$ cat config.mk
export PLATFORM = sky130hd
export DESIGN_NAME = pc_ret_stack
export DESIGN_NICKNAME = d
export VERILOG_FILES = /design/src/rtl/pc_ret_stack.sv
export SDC_FILE = /design/constraint.sdc
export NUM_CORES = 1
export LEC_CHECK = 0
export ABC_CLOCK_PERIOD_IN_PS = 3300
export BUFFER_PORTS_ARGS = -buffer_cell sky130_fd_sc_hd__buf_2
export CAP_MARGIN = 20
export CORE_MARGIN = 3
export CORE_UTILIZATION = 50
export DETAILED_ROUTE_END_ITERATION = 6
export HOLD_SLACK_MARGIN = 0.05
export PLACE_DENSITY = 0.7
export SETUP_SLACK_MARGIN = 0.05
export SYNTH_ARGS = -nofsm -noshare
export SYNTH_HDL_FRONTEND = slang
export SYNTH_SLANG_ARGS = --single-unit
$ cat constraint.sdc
create_clock -name clk -period 3.3 [get_ports clk]
set_input_delay 0 -clock clk [delete_from_list [all_inputs] [get_ports clk]]
set_output_delay 0 -clock clk [all_outputs]
set_load 0.02 [all_outputs]
$ cat src/rtl/pc_ret_stack.sv
// Program-counter stage with a hardware return-address stack.
// Selects next PC from return / call / relative / absolute / increment
// requests and keeps sticky overflow/underflow flags for bad call/return.
module pc_ret_stack #(
  parameter int PC_W  = 10,
  parameter int DEPTH = 8,
  parameter int CNT_W = $clog2(DEPTH) + 1
) (
  input  logic             clk,
  input  logic             reset,
  input  logic             stall,
  input  logic             s_inc,
  input  logic             s_rel,
  input  logic             s_ret,
  input  logic             enablebackup,
  input  logic [PC_W-1:0]  target,
  input  logic [PC_W-1:0]  offset,
  output logic [PC_W-1:0]  pc,
  output logic [CNT_W-1:0] count,
  output logic             empty,
  output logic             full,
  output logic             overflow,
  output logic             underflow
);

  localparam int AW = $clog2(DEPTH);

  logic [PC_W-1:0]  stack [DEPTH];
  logic [PC_W-1:0]  pc_inc;
  logic [PC_W-1:0]  pc_nxt;
  logic [PC_W-1:0]  pop_data;
  logic [CNT_W-1:0] count_nxt;
  logic             overflow_nxt;
  logic             underflow_nxt;
  logic             push;
  logic [AW-1:0]    push_idx;
  logic [AW-1:0]    pop_idx;

  assign pc_inc   = pc + PC_W'(1);
  assign empty    = (count == '0);
  assign full     = (count == CNT_W'(DEPTH));
  // Pop index wraps to DEPTH-1 when count==DEPTH, whose low bits are zero.
  assign push_idx = count[AW-1:0];
  assign pop_idx  = push_idx - AW'(1);
  assign pop_data = stack[pop_idx];

  // Next-state selection: return, call, relative, absolute, increment.
  always_comb begin
    pc_nxt        = pc_inc;
    count_nxt     = count;
    overflow_nxt  = overflow;
    underflow_nxt = underflow;
    push          = 1'b0;
    if (stall) begin
      pc_nxt = pc;
    end else if (s_ret) begin
      if (!empty) begin
        pc_nxt    = pop_data;
        count_nxt = count - CNT_W'(1);
      end else begin
        underflow_nxt = 1'b1;
      end
    end else if (enablebackup) begin
      if (!full) begin
        push      = 1'b1;
        pc_nxt    = target;
        count_nxt = count + CNT_W'(1);
      end else begin
        overflow_nxt = 1'b1;
      end
    end else if (s_rel) begin
      pc_nxt = pc + offset;
    end else if (!s_inc) begin
      pc_nxt = target;
    end
  end

  // PC, occupancy and sticky flags; reset overrides stall.
  always_ff @(posedge clk) begin
    if (reset) begin
      pc        <= '0;
      count     <= '0;
      overflow  <= 1'b0;
      underflow <= 1'b0;
    end else begin
      pc        <= pc_nxt;
      count     <= count_nxt;
      overflow  <= overflow_nxt;
      underflow <= underflow_nxt;
    end
  end

  // Return-address storage; contents are not reset.
  always_ff @(posedge clk) begin
    if (push && !reset) begin
      stack[push_idx] <= pc_inc;
    end
  end

endmodule
==> results of run 1 <==
-- cells in the final DEF (no fill, tap or decap), types with 6 or more instances in the layout --
| cell | n |
|---|---|
| ha_1 | 14 |
| buf_2 | 44 |
| nand3_1 | 11 |
| a21o_1 | 6 |
| mux2_2 | 10 |
| dfxtp_1 | 16 |
| edfxtp_1 | 80 |
| a21oi_1 | 21 |
| a211oi_1 | 11 |
| xor2_1 | 9 |
| nand2_1 | 17 |
| buf_4 | 13 |
| inv_1 | 11 |
| xnor2_1 | 11 |
| mux4_2 | 20 |
| o21ai_0 | 12 |
| clkbuf_8 | 9 |
| nor3_1 | 7 |
| nor2_1 | 37 |
-- final cells by class --
class / count / share of cell area (%)
Inverter: 13 / 0.8790
Clock inverter: 7 / 1.420
Multi-Input combinational cell: 254 / 37.07
Timing Repair Buffer: 61 / 6.446
Clock buffer: 9 / 2.231
Tap cell: 129 / 2.907
Sequential cell: 96 / 49.04
-- synthesized netlist by cell type (3+ instances only) --
master	instances	area, um^2
edfxtp_1	80	2402
nor2_1	37	138.9
a21oi_1	21	105.1
mux4_2	20	450.4
nand2_1	17	63.81
dfxtp_1	16	320.3
ha_1	14	175.2
clkbuf_1	12	45.04
o21ai_0	12	60.06
a211oi_1	11	82.58
inv_1	11	41.29
nand3_1	11	55.05
xnor2_1	11	96.34
mux2_2	10	112.6
xor2_1	9	78.83
nor3_1	7	35.03
a21o_1	6	45.04
buf_2	5	25.02
mux2i_1	4	40.04
nand3b_1	4	30.03
nor2b_1	4	25.02
a2111oi_0	3	26.28
a211o_1	3	26.28
a221oi_1	3	26.28
a31oi_1	3	18.77
buf_1	3	11.26
nand2b_1	3	18.77
nand4_1	3	18.77
o21bai_1	3	22.52
o22ai_1	3	18.77
-- metal layers --
metal	GRT usage (%)	up-vias	wire length [um]
met4	5.904	0	108
met5	0	-	0
li1	-	1599	-
met1	31.02	1679	4978
met3	4.654	11	779
met2	31.10	123	5373
-- metrics by stage --
| stage | std cells | area (um^2) |
|---|---|---|
| 2_1_floorplan | 385 | 4933 |
| 3_3_place_gp | 549 | 5309 |
| 3_5_place_dp | 549 | 5309 |
| 4_1_cts | 569 | 5552 |
| 5_1_grt | 569 | 5552 |
| 6_report | 569 | 5552 |
-- cells by family (layout without fill, tap and decap cells) --
group,after synthesis,after routing,share of synthesized area (%)
AND/OR/NAND/NOR,98,98,9.638
AO/OA/AOI/OAI,86,86,11.95
adder cells (fa/ha/maj),16,16,4.362
multiplexers,34,34,12.22
buffers and inverters,35,90,3.094
flip-flops,96,96,55.19
XOR/XNOR,20,20,3.551
-- critical path, stage by stage, from the launching register on --
cell,delay [ns]
dfxtp_1,0.40
ha_1,0.26
fa_1,0.44
a211oi_1,0.27
o21bai_1,0.14
o41ai_1,0.33
xnor2_1,0.13
a211oi_1,0.27
o22ai_1,0.12
-- final timing paths --
| path | from | end | slack, ns | cells past startpoint |
|---|---|---|---|---|
| setup reg to reg | pc[0] | pc[8] | 0.83 | 8 |
| setup / recovery | pc[0] | pc[8] | 0.83 | 8 |
| hold / removal | target[3] | pc[3] | 0.07 | 4 |
| hold reg to reg | underflow | underflow | 0.49 | 2 |
-- registers in the layout, indices dropped and copies added (netlist names) --
register	count
underflow	1
stack	80
overflow	1
pc	10
count	4
-- what timing repair did --
action	in CTS	in global routing
hold buffers	4	0
hold endpoints to repair	10	0
gates resized for setup	0	0
-- where the power goes --
group          switching, uW  total, uW  internal [uW]
registers               63.0       1440           1380
clock network            428        789            361
logic                    472        842            370
total                    964       3080           2110
==> out/summary.md, run 1 <==
Top flip-flop cell by instance count after synthesis: edfxtp_1. From synthesis to final layout, the design area changed by 12.53%. From bottom edge to top edge, the die measures 105.3 um. Summed over all failing endpoints, the final setup total negative slack is 0 ns. The proportion of layout cells with a drive suffix above 1 came out at 24.77%.

The tightest hold path in the finished design has a slack of 0.07340 ns. In this run the remaining antenna-violating nets after routing total 0. The flow ran to the end, and the final reports show no timing, DRC or antenna violations.

The Yosys step of the flow raised 0 warnings. The kind of end point of the critical path was a flop. The cell area that synthesis handed to floorplanning was 0.004933 mm^2. The effective utilization at floorplan came out at 52.40%.

The netlist uses 54 different library cells. At the pin with the least slew margin, the transition time is 0.7614 ns. The proportion of register bits with asynchronous set or reset after synthesis is 0%. Static timing analysis puts the maximum clock frequency at 405.5 MHz. The first routing iteration left 211 violations. For this block, the via count after detailed routing is 3412. The number of nets in the finished design was 478. After detailed routing, the number of remaining DRC violations is 0.

Yosys mapped a number of flops with a built-in enable equal to 80. The startpoint type of the worst setup path is a flop. The final design utilization is 58.96%. The total count of max-transition violations in the final report is 0. IR analysis of the VDD net gives a maximum drop of 0.3576 mV.

For this design, the sink count on the clock tree is 96. Setup repair after global routing left no endpoint under its margin. The mean routed wirelength per cell was 19.75 um. Data on the critical path arrives at its endpoint at 2.71 ns. Synthesis inferred 96 register bits. At the end of routability-driven placement, the weighted congestion stood at 0.8753. The number of antenna violations at the first check in global routing is 0.

Entering global routing, the biggest net connects 25 pins. The worst-path maximum fanout came out at 8. The sequential cells in the finished layout cover a total of 0.002723 mm^2. The area of the multi-input gates is 0.002058 mm^2, and the final-report hold violation count is 0.

After layout, the worst setup slack is 0.8337 ns. Max-cap violations in this run came to 0. The run gives 0 as the remaining global-route overflow. Setup violations remaining at the end of the flow were counted as 0. The portion of the post-synthesis area used by sequential elements came out at 55.19%. The clock slew seen by the registers of the worst setup and hold paths is 0.10 ns. The buffer type at the clock tree root is clkbuf_8. The overall global routing resource usage came out at 20.91%. The global-route wire length before repair is 17970 um, and the total power divided by cell area is 553.9 mW/mm^2.

The worst setup path category is reg -> reg. Chip width: 105.3 um. The overall power of the completed layout came out at 3075 uW.

The clock tree synthesis step divided the H-tree into 3 levels. The tools report the number of fill cells in the layout as 777. In this run the standard cell core region covers 0.009415 mm^2. During I/O placement, the number of pins put on the boundary was 45. The worst setup skew after layout is 0.01466 ns, and the worst slack at placement is 0.8724 ns. The HPWL reported at the end of detailed placement is 7813 um. TritonCTS built the clock tree.

The post-synthesis average cell area was 12.81 um^2; the minimum clock period was 2.466 ns. The via count of the first global-routing pass is 3351. Buffers added to address setup during post-CTS repair amount to 0.

For the worst-skew pair, the clock arrives at the later sink with an insertion delay of 0.36 ns. After floorplanning, the core was divided into 35 placement rows. When the netlist entered floorplanning its net count stood at 428.

The required arrival time at the worst endpoint is 3.54 ns, and the count of antenna diodes in the layout is 0. Counting along the longest clock path gives a buffer depth of 2. The final critical-path share of the clock period came out at 74.74%. After technology mapping, the gate count stands at 385. The first-pass detailed-route iteration total was 5. The path type of the worst min-delay path is in -> reg. The logs give 0.01109 mm^2 for the area of the die and 49.07% for the worst slew margin relative to its limit. Dividing the detail-routed via count by the number of cells gives 5.996. Summed over all cells, the static leakage comes to 0.001995 uW. The logs give 11240 um for the total wire length and 9 for the CTS buffer count.

The count of buffers added on input and output ports is 44.
Power figures use the tool's default switching activity.
==> run 2: changes to the inputs <==
--- a/config.mk
+++ b/config.mk
@@ -5,14 +5,14 @@
 export SDC_FILE = /design/constraint.sdc
 export NUM_CORES = 1
 export LEC_CHECK = 0
-export ABC_CLOCK_PERIOD_IN_PS = 3300
+export ABC_CLOCK_PERIOD_IN_PS = 2200
 export BUFFER_PORTS_ARGS = -buffer_cell sky130_fd_sc_hd__buf_2
 export CAP_MARGIN = 20
 export CORE_MARGIN = 3
 export CORE_UTILIZATION = 50
 export DETAILED_ROUTE_END_ITERATION = 6
 export HOLD_SLACK_MARGIN = 0.05
-export PLACE_DENSITY = 0.7
+export PLACE_DENSITY = 0.73
 export SETUP_SLACK_MARGIN = 0.05
 export SYNTH_ARGS = -nofsm -noshare
 export SYNTH_HDL_FRONTEND = slang
==> constraint.sdc (replaced) <==
create_clock -name clk -period 2.2 [get_ports clk]
set_input_delay 0 -clock clk [delete_from_list [all_inputs] [get_ports clk]]
set_output_delay 0 -clock clk [all_outputs]
set_load 0.02 [all_outputs]
==> out/summary.md, run 2 (synthesized netlist as in run 1, its figures left out) <==
Count of buffer and inverter cells on the critical path: 0 (unchanged). Placed standard-cell area: 0.005533 mm^2 (+4.2%). The worst-path maximum fanout came out at 3 (-5). For the hold slack, the log shows 0.07352 ns (+0.0001183 ns). Count of unresolved DRC violations after routing: 0 (unchanged).

The first-pass detailed-route iteration total is 5 (unchanged), and the actual transition at the worst max-transition pin is 0.4316 ns (-0.3298 ns). The tools report the switching component of the power as 1513 uW (+57%). The overall global routing resource usage came out at 20.95% (+0.043 points). The largest registers in the layout are stack x80, pc x10, count x4.

The clock slew seen by the registers of the worst setup and hold paths was 0.10 ns (about the same); the minimum clock period was 2.100 ns (-0.3658 ns). The tools report the worst reg-to-reg setup slack as 0.1 ns (-0.73 ns). For the effective utilization at floorplan, the log shows 52.40% (unchanged).

The proportion of layout cells with a drive suffix above 1 came out at 32.89% (+8.1 points). The tools report the number of nets in the finished design as 492 (+2.9%). The tools report the placeable core region as 0.009415 mm^2 (unchanged). The number of clock sinks came out at 96 (unchanged). The worst slew margin relative to its limit was 71.13% (+22 points). The number of stages on the worst hold path is 5 (+1).

TritonCTS built the clock tree. The run gives 401 (+90%) as the DRC marker count from the first detailed-route iteration. The run gives 11540 um (+2.6%) as the total wire length.

The run finished with clean final reports. On the critical path the largest part of the delay comes from compound AO/OA/AOI/OAI gates. The critical path in this run is classified as reg -> reg. The chip width came out at 105.3 um (unchanged). The die boundary height is 105.3 um (unchanged). The count of antenna diodes in the layout is 0 (unchanged). The number of stages on the worst setup path is 8 (unchanged), and the achievable frequency is 476.1 MHz (+17%). The final design area excluding fillers was 0.005856 mm^2 (+5.5%); the maximum cell stage delay along the critical path was 0.36 ns (-0.08 ns). Maximum clock insertion buffer count: 2 (unchanged).

Startpoint type of the worst setup path: a flop. Compared with the post-synthesis result, the final layout area differs by 18.69%. The area of the die was 0.01109 mm^2 (unchanged). The destination of the worst hold path is pc[8]. The tools report the final-report hold violation count as 0 (unchanged). The HPWL reported at the end of detailed placement is 7988 um (+2.3%).

The weighted congestion reported at the end of routability-driven placement was 0.8585 (-1.9%). Number of fill cells in the layout: 722 (-7.1%). The library cell contributing the largest single delay on the critical path is fa_2. The remaining number of nets flagged by the antenna check after routing was 0 (unchanged).

The reported max-cap violation count was 0 (unchanged); the static power due to leakage was 0.002109 uW (+5.7%). The filler-free cell count of the finished design is 582 (+2.3%), and the arrival time at the worst endpoint is 2.34 ns (-0.37 ns). For the number of placement rows, the log shows 35 (unchanged). The tools report the origin of the critical flop-to-flop path as pc[0]. The number of levels the H-tree was split into was 3 (unchanged).

The part of the power in the clock network was 25.7% (about the same). The signal on the critical path passes through ha_4 -> fa_2 -> a211oi_2 -> o21bai_2 -> o41ai_2 -> xnor2_1 -> a211oi_1 -> o22ai_1. In this run the clock root is driven by a clkbuf_8. The final critical-path share of the clock period is 95.48% (+21 points). The run gives 0.01343 ns (-0.001227 ns) as the worst setup skew after layout.

Path type of the worst min-delay path: in -> reg. The run gives 45 (unchanged) as the number of placed I/O pins. The worst register-to-register path ends at pc[8]. The mean routed wirelength per cell came out at 19.82 um (+0.34%).

The remaining global-route overflow was 0 (unchanged); the switching portion of total power was 30.74% (-0.60 points). Total power divided by cell area: 840.5 mW/mm^2 (+52%). Via density per instance: 6.069 (+1.2%). Maximum resistive drop on vdd: 0.5113 mV (+43%). The final-report setup violation count is 0 (unchanged). Leaving out fill and tap cells, the most frequent cell in the layout is edfxtp_1. Setup repair after global routing could not meet its margin everywhere. In the layout the commonest cells are edfxtp_1 (80), buf_2 (44), nor2_1 (31), buf_4 (26). The count of buffers from port buffering was 44 (unchanged). Source-to-sink clock delay at the later pin of the worst-skew pair: 0.36 ns (about the same). The run gives 564 (+2.7%) as the placed cell count. The pin count of the biggest net entering global routing came out at 23 (-8.0%). The tools report the number of antenna violations at the first check in global routing as 0 (unchanged). Critical hold path startpoint: target[8]. For the internal power contribution, the log shows 3409 uW (+61%).

The register with the most flip-flops in the final layout is stack. The register share of total power is 43.5% (-3.4 points). The run gives 9 (unchanged) as the CTS buffer count. The kind of end point of the critical path is a flop. For the sequential cell area, the log shows 0.002730 mm^2 (+0.28%). The run gives 3478 (+3.8%) as the via count of the first global-routing pass. The worst reg-to-reg path cell count works out to 8 (unchanged).

The number of flip-flops under the largest register name came out at 80 (unchanged). The logs give 0 (unchanged) for the total count of max-transition violations in the final report and 30.8% (+3.4 points) for the proportion of power drawn by combinational gates. The tools report the area of the multi-input gates as 0.002201 mm^2 (+6.9%). The run gives 2.43 ns (-1.11 ns) as the required arrival time at the worst endpoint. The global-route wire length before repair is 18100 um (+0.73%). Total number of vias: 3532 (+3.5%).
-- run 2: cell types whose count changed in the layout (fill, tap and decap cells not counted), moves of 3 or more --
cell	previous run	this run
dfxtp_1	16	12
ha_1	14	11
nor2_1	37	31
buf_4	13	26
dfxtp_2	0	3
ha_4	0	3
nor2_4	0	4
-- run 2: metal layers --
metal | routed length, um | part of all wire (%) | GRT usage, %
met1 | 4882 | 42 | 30.08
met2 | 5642 | 49 | 33.61
met3 | 844 | 7.3 | 3.062
met4 | 165 | 1.4 | 5.623
met5 | 0 | 0 | 0
-- run 2: how the worst max path moves through the flow --
stage	from	to
detailed placement	pc[1]	pc[9]
floorplan	count[0]	stack[1][0]
CTS	pc[0]	pc[8]
finish	pc[0]	pc[8]
global route	pc[0]	pc[8]
global placement	pc[0]	pc[8]
-- run 2: per-stage QoR --
step	power, uW	util [%]	TNS [ns]	setup slack (ns)
floorplan	3200	-	-0.7779	-0.07779
global placement	3578	58.76	0	0.07129
detailed placement	3606	58.76	0	0.02606
CTS	4860	61.40	0	0.06044
global route	5143	62.19	-0.009278	-0.009278
finish	4922	62.19	0	0.09951
-- run 2: cell type report --
type,instances,share of cell area [%]
multi-input cells,254,37.59
well taps,129,2.756
clock buffers,9,2.115
inverters,13,0.9615
clock inverters,6,1.560
repair buffers,75,8.397
flip-flops and latches,96,46.62
-- run 2: worst reg2reg max path, cell delays in order, from the launching register on --
cell and delay (ns):
dfxtp_2 0.35, ha_4 0.17, fa_2 0.36, a211oi_2 0.26, o21bai_2 0.15, o41ai_2 0.26, xnor2_1 0.10, a211oi_1 0.23
o22ai_1 0.12
-- run 2: power groups by stage --
stage | combinational, uW | clock, uW | sequential [uW]
final | 1510 | 1260 | 2140
after global routing | 1650 | 1350 | 2150
after CTS | 1440 | 1280 | 2140
after detailed placement | 1430 | 0 | 2180
after global placement | 1400 | 0 | 2180
after floorplan | 982 | 0 | 2220
-- run 2: what timing repair did --
item                                   4_1_cts  5_1_grt
resized for setup                            2       11
setup endpoints to repair                    2        6
hold buffers                                 2        0
endpoints found under the hold margin        9        0
setup buffers                                0        0
pin swaps                                    0        1
cloned                                       0        1
==> run 3: changes to the inputs <==
--- a/config.mk
+++ b/config.mk
@@ -8,11 +8,13 @@
 export ABC_CLOCK_PERIOD_IN_PS = 2200
 export BUFFER_PORTS_ARGS = -buffer_cell sky130_fd_sc_hd__buf_2
 export CAP_MARGIN = 20
+export CELL_PAD_IN_SITES_DETAIL_PLACEMENT = 1
+export CELL_PAD_IN_SITES_GLOBAL_PLACEMENT = 2
 export CORE_MARGIN = 3
-export CORE_UTILIZATION = 50
+export CORE_UTILIZATION = 37
 export DETAILED_ROUTE_END_ITERATION = 6
 export HOLD_SLACK_MARGIN = 0.05
-export PLACE_DENSITY = 0.73
+export PLACE_DENSITY = 0.76
 export SETUP_SLACK_MARGIN = 0.05
 export SYNTH_ARGS = -nofsm -noshare
 export SYNTH_HDL_FRONTEND = slang
==> out/summary.md, run 3 (synthesized netlist as in run 1, its figures left out) <==
The flow ran to the end, and the final reports show no timing, DRC or antenna violations. The tools report the number of placement rows as 41 (+17%). The first-pass detailed-route iteration total is 4 (-1).

The global-route wire length before repair was 20900 um (+15%); the total power divided by cell area was 888.1 mW/mm^2 (+5.7%). The HPWL reported at the end of detailed placement came out at 9743 um (+22%). The run gives 0.002729 mm^2 (about the same) as the sequential cell area.

The run gives 9 (unchanged) as the CTS buffer count. The total wire length was 13790 um (+20%); the source-to-sink clock delay at the later pin of the worst-skew pair was 0.35 ns (about the same). The global routing's busiest layer is met2. The via count of the first global-routing pass came out at 3672 (+5.6%). The register with the highest flop count was stack. The actual transition at the worst max-transition pin works out to 0.4470 ns (+0.01535 ns). The tools report the count of unresolved DRC violations after routing as 0 (unchanged). In the layout the commonest cells are edfxtp_1 (80), buf_2 (44), buf_4 (35), nor2_1 (31), mux4_2 (20). The setup path with the least slack is of type reg -> reg. The DRC marker count from the first detailed-route iteration is 209 (-48%), and the final critical-path share of the clock period is 96.01% (+0.54 points). The weighted congestion reported at the end of routability-driven placement is 0.8304 (-3.3%). The run gives 31.64% (-2.0 points) as the fraction of met2 tracks used by global routing. In the final layout, the registers with the most flip-flops are stack x80, pc x10, count x4. The count of buffers from port buffering is 44 (unchanged), and the placeable core region is 0.01282 mm^2 (+36%).

For the achievable frequency, the log shows 473.4 MHz (-0.56%). The logs give 38.47% (-14 points) for the effective utilization at floorplan and 0.003284 ns (-0.01015 ns) for the worst setup skew after layout. The buffer type at the clock tree root was clkbuf_16.

For the pin count of the biggest net entering global routing, the log shows 21 (-8.7%). TritonCTS built the clock tree. The run gives 0.08773 ns (-0.01179 ns) as the final setup slack of the worst path. The die boundary height is 121.5 um (+15%). Final design area excluding fillers: 0.006090 mm^2 (+4.0%).

The tools report the final-report hold violation count as 0 (unchanged). The maximum resistive drop on vdd is 0.4409 mV (-14%), and the total count of max-transition violations in the final report is 0 (unchanged). The arrival time at the worst endpoint came out at 2.34 ns (about the same).

The number of placed I/O pins was 45 (unchanged); the area of the multi-input gates was 0.002215 mm^2 (+0.63%). The met1 global-route usage is 26.19% (-3.9 points), and the total number of vias is 3520 (-0.34%). The tools report the remaining global-route overflow as 0 (unchanged).

The logs give 2 (unchanged) for the maximum clock insertion buffer count and 0.002198 uW (+4.2%) for the static power due to leakage. The reported max-cap violation count was 0 (unchanged); the chip width was 121.5 um (+15%). The worst-path maximum fanout is 3 (unchanged), and the overall power of the completed layout is 5408 uW (+9.9%).

The number of levels the H-tree was split into came out at 3 (unchanged). The path type of the worst min-delay path is in -> reg. For the worst slew margin relative to its limit, the log shows 70.10% (-1.0 points). The number of flip-flops under the largest register name came out at 80 (unchanged). The number of fill cells in the layout is 1354 (+88%), and the placed standard-cell area is 0.005659 mm^2 (+2.3%). The tools report the startpoint type of the worst setup path as a flop. Kind of end point of the critical path: a flop. The run gives 0.02022 ns (-0.005833 ns) as the worst slack at placement. The mean routed wirelength per cell was 21.79 um (+9.9%); the minimum clock period was 2.112 ns (+0.01179 ns). The number of antenna violations at the first check in global routing came out at 0 (unchanged). The proportion of layout cells with a drive suffix above 1 was 34.49% (+1.6 points).

The number of nets in the finished design was 500 (+1.6%). The hold slack is 0.07682 ns (+0.003299 ns), and the overall global routing resource usage is 19.25% (-1.7 points). The clock slew seen by the registers of the worst setup and hold paths is 0.07 ns (-0.03 ns). Setup repair after global routing could not meet its margin everywhere.

The met3 capacity usage during global routing is 3.869% (+0.81 points). The most common cell after layout, fill and taps aside is edfxtp_1. Remaining number of nets flagged by the antenna check after routing: 0 (unchanged). The final setup TNS is 0 ns (unchanged), and the count of antenna diodes in the layout is 0 (unchanged). Relative to the synthesized area, the layout overhead comes to 23.43%.

The final-report setup violation count is 0 (unchanged), and the via density per instance is 5.561 (-8.4%). The number of clock sinks was 96 (unchanged). Required arrival time at the worst endpoint: 2.42 ns (about the same). The area of the die is 0.01476 mm^2 (+33%).
==> run 3: metal layers <==
layer  vias up  wire length (um)
met4         0               159
met1      1791              6035
met5         -                 0
met3        12               590
li1       1640                 -
met2        77              7004
==> run 3: final cells by class <==
type / count / area share [%]
clock buffer: 9 / 3.698
clock inverter: 6 / 1.500
inverter: 13 / 0.9246
multi-input combinational: 254 / 36.37
sequential: 96 / 44.81
tap: 172 / 3.534
timing repair buffer: 83 / 9.164
==> run 3: path summary, 6_finish.rpt <==
check                                from  slack, ns  cells after the start        to
worst max register to register      pc[0]       0.09                      8     pc[8]
worst max-delay path                pc[0]       0.09                      8     pc[8]
worst min-delay path            target[7]       0.08                      4     pc[7]
worst min register to register   overflow       0.47                      2  overflow
==> run 3: worst max-delay path, stage by stage (launching register included) <==
cell      delay (ns)
dfxtp_2         0.34
ha_4            0.17
fa_2            0.41
a211oi_2        0.27
o21bai_2        0.13
o41ai_2         0.26
xnor2_1         0.12
a211oi_1        0.21
o22ai_1         0.10
==> run 3: power breakdown <==
| group | leakage (uW) | switching, uW | internal (uW) | total [uW] |
|---|---|---|---|---|
| Combinational | 0.00118 | 861 | 718 | 1580 |
| Sequential | 0.000863 | 71.8 | 2080 | 2150 |
| Clock | 0.000151 | 684 | 998 | 1680 |
==> run 3: what timing repair did <==
item                                    CTS  global route
hold buffers                              1             0
buffers inserted                          0             1
cloned                                    0             1
pin swaps                                 2             8
gates resized for setup                   3            11
endpoints found under the setup margin    3            14
endpoints found under the hold margin     1             0
==> run 3: metrics by stage <==
stage	std cells	utilization, %
6_report	633	47.48
5_1_grt	633	47.48
4_1_cts	631	46.79
3_5_place_dp	615	44.13
3_3_place_gp	615	44.13
2_1_floorplan	385	-
